$ cat src/rtl/if_fetch.sv
// Instruction fetch stage: owns the fetch PC, issues single-outstanding word reads
// to instruction memory and presents one registered instruction per fetch to decode.
//
// state | meaning
// IDLE  | may issue a request at FetchPC (blocked while the skid holds data)
// WAIT  | request accepted, response at ReqPC is still to come
// DROP  | request accepted but flushed by a redirect; its response is discarded
module if_fetch #(
    parameter logic [31:0] RESET_PC  = 32'h0000_0000,
    parameter logic [31:0] NOP_INSTR = 32'h0000_0013
) (
    input  logic        Clk,
    input  logic        Resetn,
    input  logic        Stall,
    input  logic        Redirect,
    input  logic [31:0] RedirectPC,
    output logic        ImemReq,
    output logic [31:0] ImemAddr,
    input  logic        ImemReady,
    input  logic        ImemRvalid,
    input  logic [31:0] ImemRdata,
    output logic [31:0] Instr,
    output logic [31:0] PC,
    output logic        InstrValid
);

    typedef enum logic [1:0] {
        IDLE = 2'd0,
        WAIT = 2'd1,
        DROP = 2'd2
    } state_e;

    state_e      state_q, state_d;
    logic [31:0] fetch_pc_q, fetch_pc_d;
    logic [31:0] req_pc_q, req_pc_d;
    logic [31:0] instr_q, instr_d;
    logic [31:0] pc_q, pc_d;
    logic        valid_q, valid_d;
    logic [31:0] skid_data_q, skid_data_d;
    logic [31:0] skid_pc_q, skid_pc_d;
    logic        skid_valid_q, skid_valid_d;

    logic accept;
    logic consume;
    logic out_free;
    logic rsp_live;
    logic unused_redirect_lsbs;

    assign unused_redirect_lsbs = ^RedirectPC[1:0];

    assign ImemReq    = Resetn & ~skid_valid_q & (state_q == IDLE);
    assign ImemAddr   = fetch_pc_q;
    assign Instr      = instr_q;
    assign PC         = pc_q;
    assign InstrValid = valid_q;

    assign accept   = ImemReq & ImemReady;
    assign consume  = valid_q & ~Stall;
    assign out_free = ~valid_q | consume;
    assign rsp_live = (state_q == WAIT) & ImemRvalid;

    always_comb begin
        state_d      = state_q;
        fetch_pc_d   = fetch_pc_q;
        req_pc_d     = req_pc_q;
        instr_d      = instr_q;
        pc_d         = pc_q;
        valid_d      = valid_q;
        skid_data_d  = skid_data_q;
        skid_pc_d    = skid_pc_q;
        skid_valid_d = skid_valid_q;

        case (state_q)
            IDLE: begin
                if (accept) begin
                    req_pc_d   = fetch_pc_q;
                    fetch_pc_d = fetch_pc_q + 32'd4;
                    state_d    = WAIT;
                end
            end
            WAIT: if (ImemRvalid) state_d = IDLE;
            DROP: if (ImemRvalid) state_d = IDLE;
            default: state_d = IDLE;
        endcase

        // A full skid implies no request is in flight, so draining it never races a response.
        if (consume && skid_valid_q) begin
            instr_d      = skid_data_q;
            pc_d         = skid_pc_q;
            valid_d      = 1'b1;
            skid_valid_d = 1'b0;
        end else if (rsp_live) begin
            if (out_free) begin
                instr_d = ImemRdata;
                pc_d    = req_pc_q;
                valid_d = 1'b1;
            end else begin
                skid_data_d  = ImemRdata;
                skid_pc_d    = req_pc_q;
                skid_valid_d = 1'b1;
            end
        end else if (consume) begin
            valid_d = 1'b0;
            instr_d = NOP_INSTR;
        end

        if (Redirect) begin
            valid_d      = 1'b0;
            instr_d      = NOP_INSTR;
            skid_valid_d = 1'b0;
            fetch_pc_d   = {RedirectPC[31:2], 2'b00};
            if ((state_q == IDLE && accept) || (state_q == WAIT && !ImemRvalid)) begin
                state_d = DROP;
            end
        end
    end

    always_ff @(posedge Clk or negedge Resetn) begin
        if (!Resetn) begin
            state_q      <= IDLE;
            fetch_pc_q   <= RESET_PC;
            req_pc_q     <= RESET_PC;
            instr_q      <= NOP_INSTR;
            pc_q         <= RESET_PC;
            valid_q      <= 1'b0;
            skid_data_q  <= NOP_INSTR;
            skid_pc_q    <= RESET_PC;
            skid_valid_q <= 1'b0;
        end else begin
            state_q      <= state_d;
            fetch_pc_q   <= fetch_pc_d;
            req_pc_q     <= req_pc_d;
            instr_q      <= instr_d;
            pc_q         <= pc_d;
            valid_q      <= valid_d;
            skid_data_q  <= skid_data_d;
            skid_pc_q    <= skid_pc_d;
            skid_valid_q <= skid_valid_d;
        end
    end

endmodule

$ cat config.mk
export PLATFORM = sky130hd
export DESIGN_NAME = if_fetch
export DESIGN_NICKNAME = d
export VERILOG_FILES = /design/src/rtl/if_fetch.sv
export SDC_FILE = /design/constraint.sdc
export NUM_CORES = 1
export LEC_CHECK = 0
export ABC_AREA = 1
export CAP_MARGIN = 20
export CORE_MARGIN = 3
export CORE_UTILIZATION = 45
export DETAILED_ROUTE_END_ITERATION = 6
export HOLD_SLACK_MARGIN = 0.08
export MAX_ROUTING_LAYER = met4
export PLACE_DENSITY = 0.75
export REMOVE_ABC_BUFFERS = 1
export SETUP_SLACK_MARGIN = 0.15
export SYNTH_ARGS = -nofsm -noshare
export SYNTH_HDL_FRONTEND = slang
export SYNTH_SLANG_ARGS = --single-unit
$ cat constraint.sdc
create_clock -name Clk -period 2.1 [get_ports Clk]
set_input_delay 0.63 -clock Clk [delete_from_list [all_inputs] [get_ports Clk]]
set_output_delay 0.63 -clock Clk [all_outputs]
set_load 0.02 [all_outputs]
* Word level (Yosys, flattened, before mapping)
Index checks and enable logic that the tools add are counted.
Word-level totals: register bits after elaboration 196, input port bits 70, output and inout bits 98, logic and storage cells 69
Operators by class: add/sub/neg operators 1, equality and inequality tests 4, multiplexer cells 25, bitwise logic cells 11, reduce and logical (&&, ||, !) cells 19
Operators by type and width (number):
- 32-bit two-way mux | 11
- 32-bit by 3-bit adder with 32-bit output, second input constant | 1
- 2-bit AND reduction | 5
- 1-bit two-way mux | 9
- 2-bit two-way mux | 4
- 2-bit nonzero test | 4
- 1-bit AND | 5
- 1-bit NOT | 5
- 4-bit by 3-bit != test with 1-bit output, second input constant | 1
- 2-bit case mux with 2 select lines | 1
- 4-bit nonzero test | 1
- 1-bit logical AND | 3
- 3-bit by 2-bit != test with 1-bit output, second input constant | 1
- 3-bit AND reduction | 1
- 3-bit nonzero test | 1
- 2-bit by 1-bit == test with 1-bit output, second input constant | 1
- 2-bit == test, second input constant | 1
- 2-bit logical NOT | 1
- 2-bit OR reduction | 1
- 1-bit logical NOT | 1
- 1-bit logical OR | 1
- 1-bit bitwise OR | 1

* Logic depth before layout (Yosys ltp)
Gate-level depths: netlist of the first run.
depth after elaboration 8, gate-level depth with buffers 10, depth with buffers taken out 9

* Worst setup path after synthesis of the first run
Ideal clock, no wire load.
path kind input port to flip-flop, start input Resetn, end register fetch_pc_q[5] (netlist: ImemAddr[5]), library setup time 0.087 ns, data arrival time 1.603 ns, required time 2.013 ns, setup slack 0.410 ns, stages on the path 7, buffers on the path 1, path through nand2_1 -> nor2_2 -> nand2_2 -> nor2_4 -> buf_2 -> nand2_1 -> o211ai_1
Between the ends: word-level cells in the longest chain between the ends 5
RTL lines:
- start: declaration | line 13 | input logic Resetn,
- 1-bit AND (2 in a row) | line 51 | assign ImemReq = Resetn & ~skid_valid_q & (state_q == IDLE);
- via ImemReq | line 17 | output logic ImemReq,
- 1-bit AND | line 57 | assign accept = ImemReq & ImemReady;
- 2-bit nonzero test (no source line)
- 2-bit AND reduction (no source line)
- end signal: assignment | line 131 | fetch_pc_q <= fetch_pc_d;
- end: declaration | line 34 | logic [31:0] fetch_pc_q, fetch_pc_d;
The timed path passes the listed nets, and every way through them passes these cells. A chain may end at the register's enable or synchronous reset.

* Final worst setup path of the first run
start register state_q[1], end output ImemReq
Between the ends: word-level cells in the longest chain between the ends 2
RTL lines:
- start: declaration | line 33 | state_e state_q, state_d;
- start signal: assignment | line 130 | state_q <= state_d;
- 2-bit logical NOT | line 51
- 1-bit AND | line 51
- end: declaration | line 17
No other way between the ends.

==> results of run 1 <==
==> worst paths after layout <==
path / start / end / slack [ps] / depth (start not counted)
max in group asynchronous: Resetn / skid_data_q[14] / 830 / 3
max reg2reg: state_q[1] / ImemAddr[16] / 240 / 10
min: Resetn / Instr[13] / 120 / 2
min reg2reg: skid_data_q[1] / skid_data_q[1] / 470 / 2
max: state_q[1] / ImemReq / 80 / 5
min in group Clk: skid_data_q[1] / skid_data_q[1] / 470 / 2
==> power breakdown <==
group / internal (mW) / switching (mW)
Sequential: 4.48 / 0.625
Combinational: 1.30 / 1.96
Clock: 1.83 / 1.53
Total: 7.60 / 4.11
==> cells in the final DEF (no fill, tap or decap), types with 2 or more instances in the layout <==
master / count
buf_12: 14
inv_8: 3
dlygate4sd2_1: 92
dfrtp_1: 182
clkdlybuf4s50_1: 66
nand2_1: 547
nand2_2: 6
nor2_2: 5
conb_1: 4
and2_1: 2
a31oi_1: 30
nor3_1: 4
inv_6: 7
xnor2_1: 2
ha_1: 3
nor2_4: 3
buf_4: 21
nand3_1: 77
clkbuf_16: 17
o21ai_0: 79
o21ai_1: 4
a21oi_1: 2
nor2_1: 73
o211ai_1: 4
inv_2: 7
bufinv_16: 2
xor2_1: 5
dfstp_2: 6
inv_1: 57
clkinv_8: 2
==> timing repair <==
action	CTS	global route
gates resized for setup	101	7
endpoints found under the setup margin	122	49
pin swaps	1	3
buffers inserted	0	2
cloned	1	0
==> per-layer routing <==
| layer | vias up | track usage, % | share of wire (%) |
|---|---|---|---|
| met2 | 308 | 35.24 | 46 |
| met3 | 27 | 4.041 | 6.3 |
| met1 | 3745 | 32.22 | 46 |
| met5 | - | - | 0 |
| li1 | 3984 | - | - |
| met4 | 0 | 7.385 | 1.3 |
==> kinds of logic (layout without fill, tap and decap cells) <==
group                    Yosys count  count (layout)
AO/OA/AOI/OAI                    122             122
XOR/XNOR                           7               7
adder cells (fa/ha/maj)            4               4
buffers and inverters            125             292
flip-flops                       188             188
other                              1               4
AND/OR/NAND/NOR                  720             721
==> stage by stage <==
step / hold WS (ps) / instances
4_1_cts: 87.76 / 1596
6_report: 120.4 / 1598
5_1_grt: 105.5 / 1598
3_3_place_gp: 449.1 / 1563
2_1_floorplan: 334.4 / 1109
3_5_place_dp: 454.0 / 1563
==> cell type report <==
type                    instances  share of cell area [%]
flip-flops and latches        188                   40.76
repair buffers                196                   16.78
clock inverters                15                   1.688
multi-input cells             858                   32.20
well taps                     260                   2.814
inverters                      64                   2.078
clock buffers                  17                   3.680
==> worst max-delay path, cell delays in order (launching register included) <==
cell and delay (ps):
dfrtp_1 410, inv_2 90, ha_4 160, nand2_4 50, nor2_4 130, buf_6 130
==> flip-flops by register name, summed over array words and instances (netlist names) <==
signal / flops
ImemAddr: 30
Instr: 32
InstrValid: 1
PC: 30
req_pc_q: 30
skid_data_q: 32
skid_pc_q: 30
skid_valid_q: 1
state_q: 2
==> qor.csv, run 1 <==
stage,metric,value,unit
outcome,outcome,"complete, no violations",
route,Detailed Routing Iterations Pass 1,5,
logic_synthesis,largest family of logic cells by synthesized area,simple AND/OR/NAND/NOR gates,
worst_setup_path,Worst Path Required,1470,ps
logic_synthesis,part of the Yosys area used for sequential elements,52.80,%
floorplan,Die Height,146.8,µm
route,Via density,5.046,
worst_setup_path,CP Capture Type,output pin,
timing,worst slew pin tran,993.0,ps
placed_design,pre-CTS WS,-65.54,ps
placed_design,Detail Placement HPWL,15780,µm
route,# DRC,0,
final_layout,Area growth syn-to-layout,29.52,%
placed_design,RePlAce Congestion,0.8738,
route,WL per Instance,15.02,µm
grt,global-route usage over all layers,23.29,%
pwr,PD cells,1014,nW/µm²
clock_network,CTS Root Cell,clkbuf_16,
timing,relative slew slack,33.80,%
logic_synthesis,Simple-Gate Fraction of Synth Area,32.30,%
logic_synthesis,Post-Syn Instances,1167,
floorplan,Top Ports,168,
floorplan,Die ar.,21560,µm²
floorplan,Starting Density,46.77,%
pwr,Max VDD drop,0.5552,mV
final_layout,multi-input logic area,3722,µm²
hold_path,Hold Crit Class,input port to async pin,
logic_synthesis,post-synthesis mux area share,0,%
grt,vias in the first global route,7795,
worst_setup_path,worst-path maximum fanout,3,
logic_synthesis,Synth Cell Area,8925,µm²
logic_synthesis,Synth cell types,32,
logic_synthesis,most frequent cell after synthesis,nand2_1,
grt,Congestion Overflow GR,0,
timing,setup_tns,0,ps
logic_synthesis,Synth top area share,51.03,%
logic_synthesis,Synth warnings,0,
worst_setup_path,critical path arrival,1390,ps
final_layout,Register Area,4712,µm²
logic_synthesis,"FF+latch count, synth",188,
final_layout,share of layout cells above drive strength 1,7.623,%
logic_synthesis,xor-xnor portion of the synthesized cell area,0.6869,%
placed_design,Buffers on Ports,161,
clock_network,CTS Buffer Depth,2,
floorplan,die width,146.8,µm
timing,final worst path period share,96.42,%
route,antenna-violating nets left,0,
run,Max Cap Violations,0,
timing,Final WS setup,75.09,ps
timing,Final Hold Vio Count,0,
worst_setup_path,CP Class,flop to output pin,
floorplan,core area,19080,µm²
grt,largest net degree at the start of global routing,187,
logic_synthesis,Post-synth EDFFs,0,
final_layout,Fill cells,1713,
logic_synthesis,post-synth top area cell,dfrtp_1,
final_layout,Layout Nets,1399,
timing,fin. max-slew vios,0,
worst_setup_path,CP Launch Type,flop,
clock_network,CTS tree,yes,
clock_network,# hold bufs at CTS,0,
pwr,Final Power,11.72,mW
floorplan,Site Rows,50,
grt,initial antenna violation count,0,
clock_network,clk_lat worst skew,430,ps
clock_network,number of H-tree levels,4,
timing,Setup-failing EPs final,0,
clock_network,Clock Sinks,188,
final_layout,n_diodes,0,
logic_synthesis,Synth async-reset ratio,100.0,%
route,via count,8064,
logic_synthesis,Post-Synth Adder-Cell Area,0.5608,%
pwr,LEAKAGE,5.818,nW
logic_synthesis,Synth area leaders,"dfrtp_1 (51%), nand2_1 (23%), o21ai_0 (4.4%)",
timing,Tmin final,2025,ps
timing,Peak Freq,493.8,MHz
logic_synthesis,commonest cells in the netlist,"nand2_1 (548), dfrtp_1 (182), o21ai_0 (79)",
logic_synthesis,complex-gate fraction of the synthesized area,7.500,%
timing,RSZ-0062 raised after global routing,yes,
clock_network,cts bufs inserted,17,
final_layout,fin util,60.58,%
final_layout,post-route cell area,11560,µm²
timing,Fin Clk Skew,13.40,ps
logic_synthesis,Mean Syn Cell Area,7.648,µm²
placed_design,DP Area,11000,µm²
route,initial DRC count,564,
clock_network,clk slew on worst S/H paths,70,ps
route,drt total wl,24000,µm
logic_synthesis,Post-synth top flop,dfrtp_1,
grt,first-pass GRT wire length,39830,µm
Note: power is estimated with default switching activity, not from simulation.
==> inputs of run 2 (changes only) <==
--- a/config.mk
+++ b/config.mk
@@ -8,11 +8,11 @@
 export ABC_AREA = 1
 export CAP_MARGIN = 20
 export CORE_MARGIN = 3
-export CORE_UTILIZATION = 45
+export CORE_UTILIZATION = 40
 export DETAILED_ROUTE_END_ITERATION = 6
 export HOLD_SLACK_MARGIN = 0.08
 export MAX_ROUTING_LAYER = met4
-export PLACE_DENSITY = 0.75
+export PLACE_DENSITY = 0.68
 export REMOVE_ABC_BUFFERS = 1
 export SETUP_SLACK_MARGIN = 0.15
 export SYNTH_ARGS = -nofsm -noshare
==> run 2 against run 1 <==
Net effect: clock-buffer cell count grew 6; first-iteration DRC count shrank 6.2%; worst setup slack gained 24 ps; fmax grew 1.2%; cell area shrank 0.23%; clock power shrank 5%; sequential share of layout area grew 0.093 points; power shrank 1.3%; routed wire length grew 2.1%; non-clock buffer count grew 1; largest cell class unchanged; sequential power is essentially flat.
==> qor.csv, run 2 (synthesized netlist as in run 1, its figures left out) <==
stage,metric,value,unit,change
floorplan,core area,21890,µm²,+15%
worst_setup_path,worst-path maximum fanout,3,,unchanged
grt,initial antenna violation count,0,,unchanged
final_layout,share of layout cells above drive strength 1,7.244,%,-0.38 points
worst_setup_path,CP Capture Type,output pin,,
pwr,switching pwr,4.000,mW,-2.8%
clock_network,# hold bufs at CTS,0,,unchanged
pwr,Max VDD drop,0.5699,mV,+2.6%
floorplan,die width,155.4,µm,+5.8%
timing,Hold Slack,324.2,ps,+203.8 ps
pwr,internal power,7.568,mW,-0.47%
timing,Fin Clk Skew,13.96,ps,+0.5567 ps
clock_network,CTS tree,yes,,
timing,Tmin final,2001,ps,-24.28 ps
route,Via density,4.895,,-3.0%
worst_setup_path,critical path arrival,1370,ps,-20 ps
final_layout,n_diodes,0,,unchanged
timing,Peak Freq,499.8,MHz,+1.2%
pwr,power share of the clock group,27.6,%,-1.0 points
route,Detailed Routing Iterations Pass 1,6,,+1
placed_design,DP Area,11030,µm²,+0.25%
timing,final worst path period share,95.27,%,-1.2 points
floorplan,Die Height,155.4,µm,+5.8%
timing,setup_tns,0,ps,unchanged
run,Max Cap Violations,0,,unchanged
timing,Final WS setup,99.38,ps,+24.28 ps
floorplan,Die ar.,24140,µm²,+12%
clock_network,number of H-tree levels,4,,unchanged
pwr,combinational power share,28.2,%,+0.4 points
outcome,outcome,"complete, no violations",,
final_layout,Area growth syn-to-layout,29.23,%,
pwr,PD cells,1003,nW/µm²,-1.1%
clock_network,CTS Root Cell,clkbuf_16,,
route,antenna-violating nets left,0,,unchanged
timing,Setup-failing EPs final,0,,unchanged
route,# DRC,0,,unchanged
worst_setup_path,CP max stage delay,400,ps,about the same
grt,largest net degree at the start of global routing,148,,-21%
worst_setup_path,CP Class,flop to output pin,,
floorplan,Starting Density,40.77,%,-6.0 points
clock_network,Clock Sinks,188,,unchanged
route,via count,7925,,-1.7%
placed_design,RePlAce Congestion,0.9118,,+4.3%
worst_setup_path,slowest CP cell,dfrtp_1,,
final_layout,post-route cell area,11530,µm²,-0.23%
clock_network,CTS Buffer Depth,2,,unchanged
floorplan,Top Ports,168,,unchanged
clock_network,clk slew on worst S/H paths,70,ps,about the same
placed_design,pre-CTS WS,-77.94,ps,-12.41 ps
grt,vias in the first global route,7617,,-2.3%
pwr,Seq pwr share,44.2,%,+0.7 points
clock_network,cts bufs inserted,17,,unchanged
grt,first-pass GRT wire length,39810,µm,about the same
placed_design,Buffers on Ports,161,,unchanged
timing,worst slew pin tran,828.9,ps,-164.1 ps
floorplan,Site Rows,54,,+8.0%
route,WL per Instance,15.13,µm,+0.73%
timing,RSZ-0062 raised after global routing,yes,,
pwr,Sw Ratio,34.58,%,-0.53 points
timing,fin. max-slew vios,0,,unchanged
timing,Final Hold Vio Count,0,,unchanged
route,initial DRC count,529,,-6.2%
pwr,LEAKAGE,5.790,nW,-0.48%
placed_design,Detail Placement HPWL,16690,µm,+5.7%
grt,global-route usage over all layers,21.02,%,-2.3 points
pwr,Final Power,11.57,mW,-1.3%
timing,relative slew slack,44.74,%,+11 points
final_layout,Layout Nets,1400,,+0.071%
clock_network,clk_lat worst skew,420,ps,about the same
worst_setup_path,CP Launch Type,flop,,
grt,Congestion Overflow GR,0,,unchanged
worst_setup_path,Worst Path Required,1470,ps,about the same
final_layout,"commonest cells after routing, fill and taps aside","nand2_1 (547), dfrtp_1 (182), dlygate4sd2_1 (90)",,
hold_path,Hold Crit Class,input port to async pin,,
worst_setup_path,crit-path cells,inv_2 -> ha_4 -> nand2_4 -> nor2_4 -> buf_6,,
route,drt total wl,24500,µm,+2.1%
final_layout,"most common cell after layout, fill and taps aside",nand2_1,,
==> run 2: final cells by class <==
| class | count | area [µm²] |
|---|---|---|
| clock buffers | 23 | 457.9 |
| fillers | 2150 | 10360 |
| multi-input cells | 858 | 3722 |
| flip-flops and latches | 188 | 4712 |
| well taps | 280 | 350.3 |
| clock inverters | 9 | 113.9 |
| repair buffers | 197 | 1937 |
| inverters | 64 | 240.2 |
==> run 2: final timing paths <==
check	startpoint	end	slack, ps	cells after the start
max reg2reg	state_q[1]	ImemAddr[7]	310	10
max	state_q[1]	ImemReq	100	5
min in group Clk	skid_data_q[0]	skid_data_q[0]	460	2
min	Resetn	Instr[31]	320	2
max in group asynchronous	Resetn	req_pc_q[22]	580	3
min reg2reg	skid_data_q[0]	skid_data_q[0]	460	2
==> run 2: what timing repair did <==
action,4_1_cts,5_1_grt
endpoints found under the setup margin,94,32
buffers inserted,0,1
gates resized for setup,99,10
pin swaps,0,4
gates cloned,0,1
==> run 2: routing by layer <==
layer	track usage (%)	vias up	wire, µm
li1	-	3983	-
met1	28.68	3627	11270
met2	31.96	283	11190
met3	5.090	32	1698
met4	5.044	0	344
met5	-	-	0
==> run 2: critical path: cells and delay by family (launching register included) <==
kind | cells | cell delay (ps)
simple gates | 2 | 170
buf+inv | 2 | 220
flops | 1 | 400
fa+ha+maj | 1 | 150
==> run 2: stage by stage <==
stage                     std cells  util (%)
after floorplan                1109         -
after global placement         1585     50.38
after detailed placement       1585     50.38
after CTS                      1617     52.47
after global routing           1619     52.69
final                          1619     52.69
==> run 2: power groups by stage <==
stage / Sequential (mW) / Clock, mW / Combinational [mW]
after CTS: 5.11 / 3.27 / 3.23
after global routing: 5.23 / 3.42 / 3.63
after detailed placement: 5.18 / 0 / 3.52
after global placement: 5.16 / 0 / 3.47
after floorplan: 5.58 / 0 / 1.30
final: 5.11 / 3.20 / 3.26
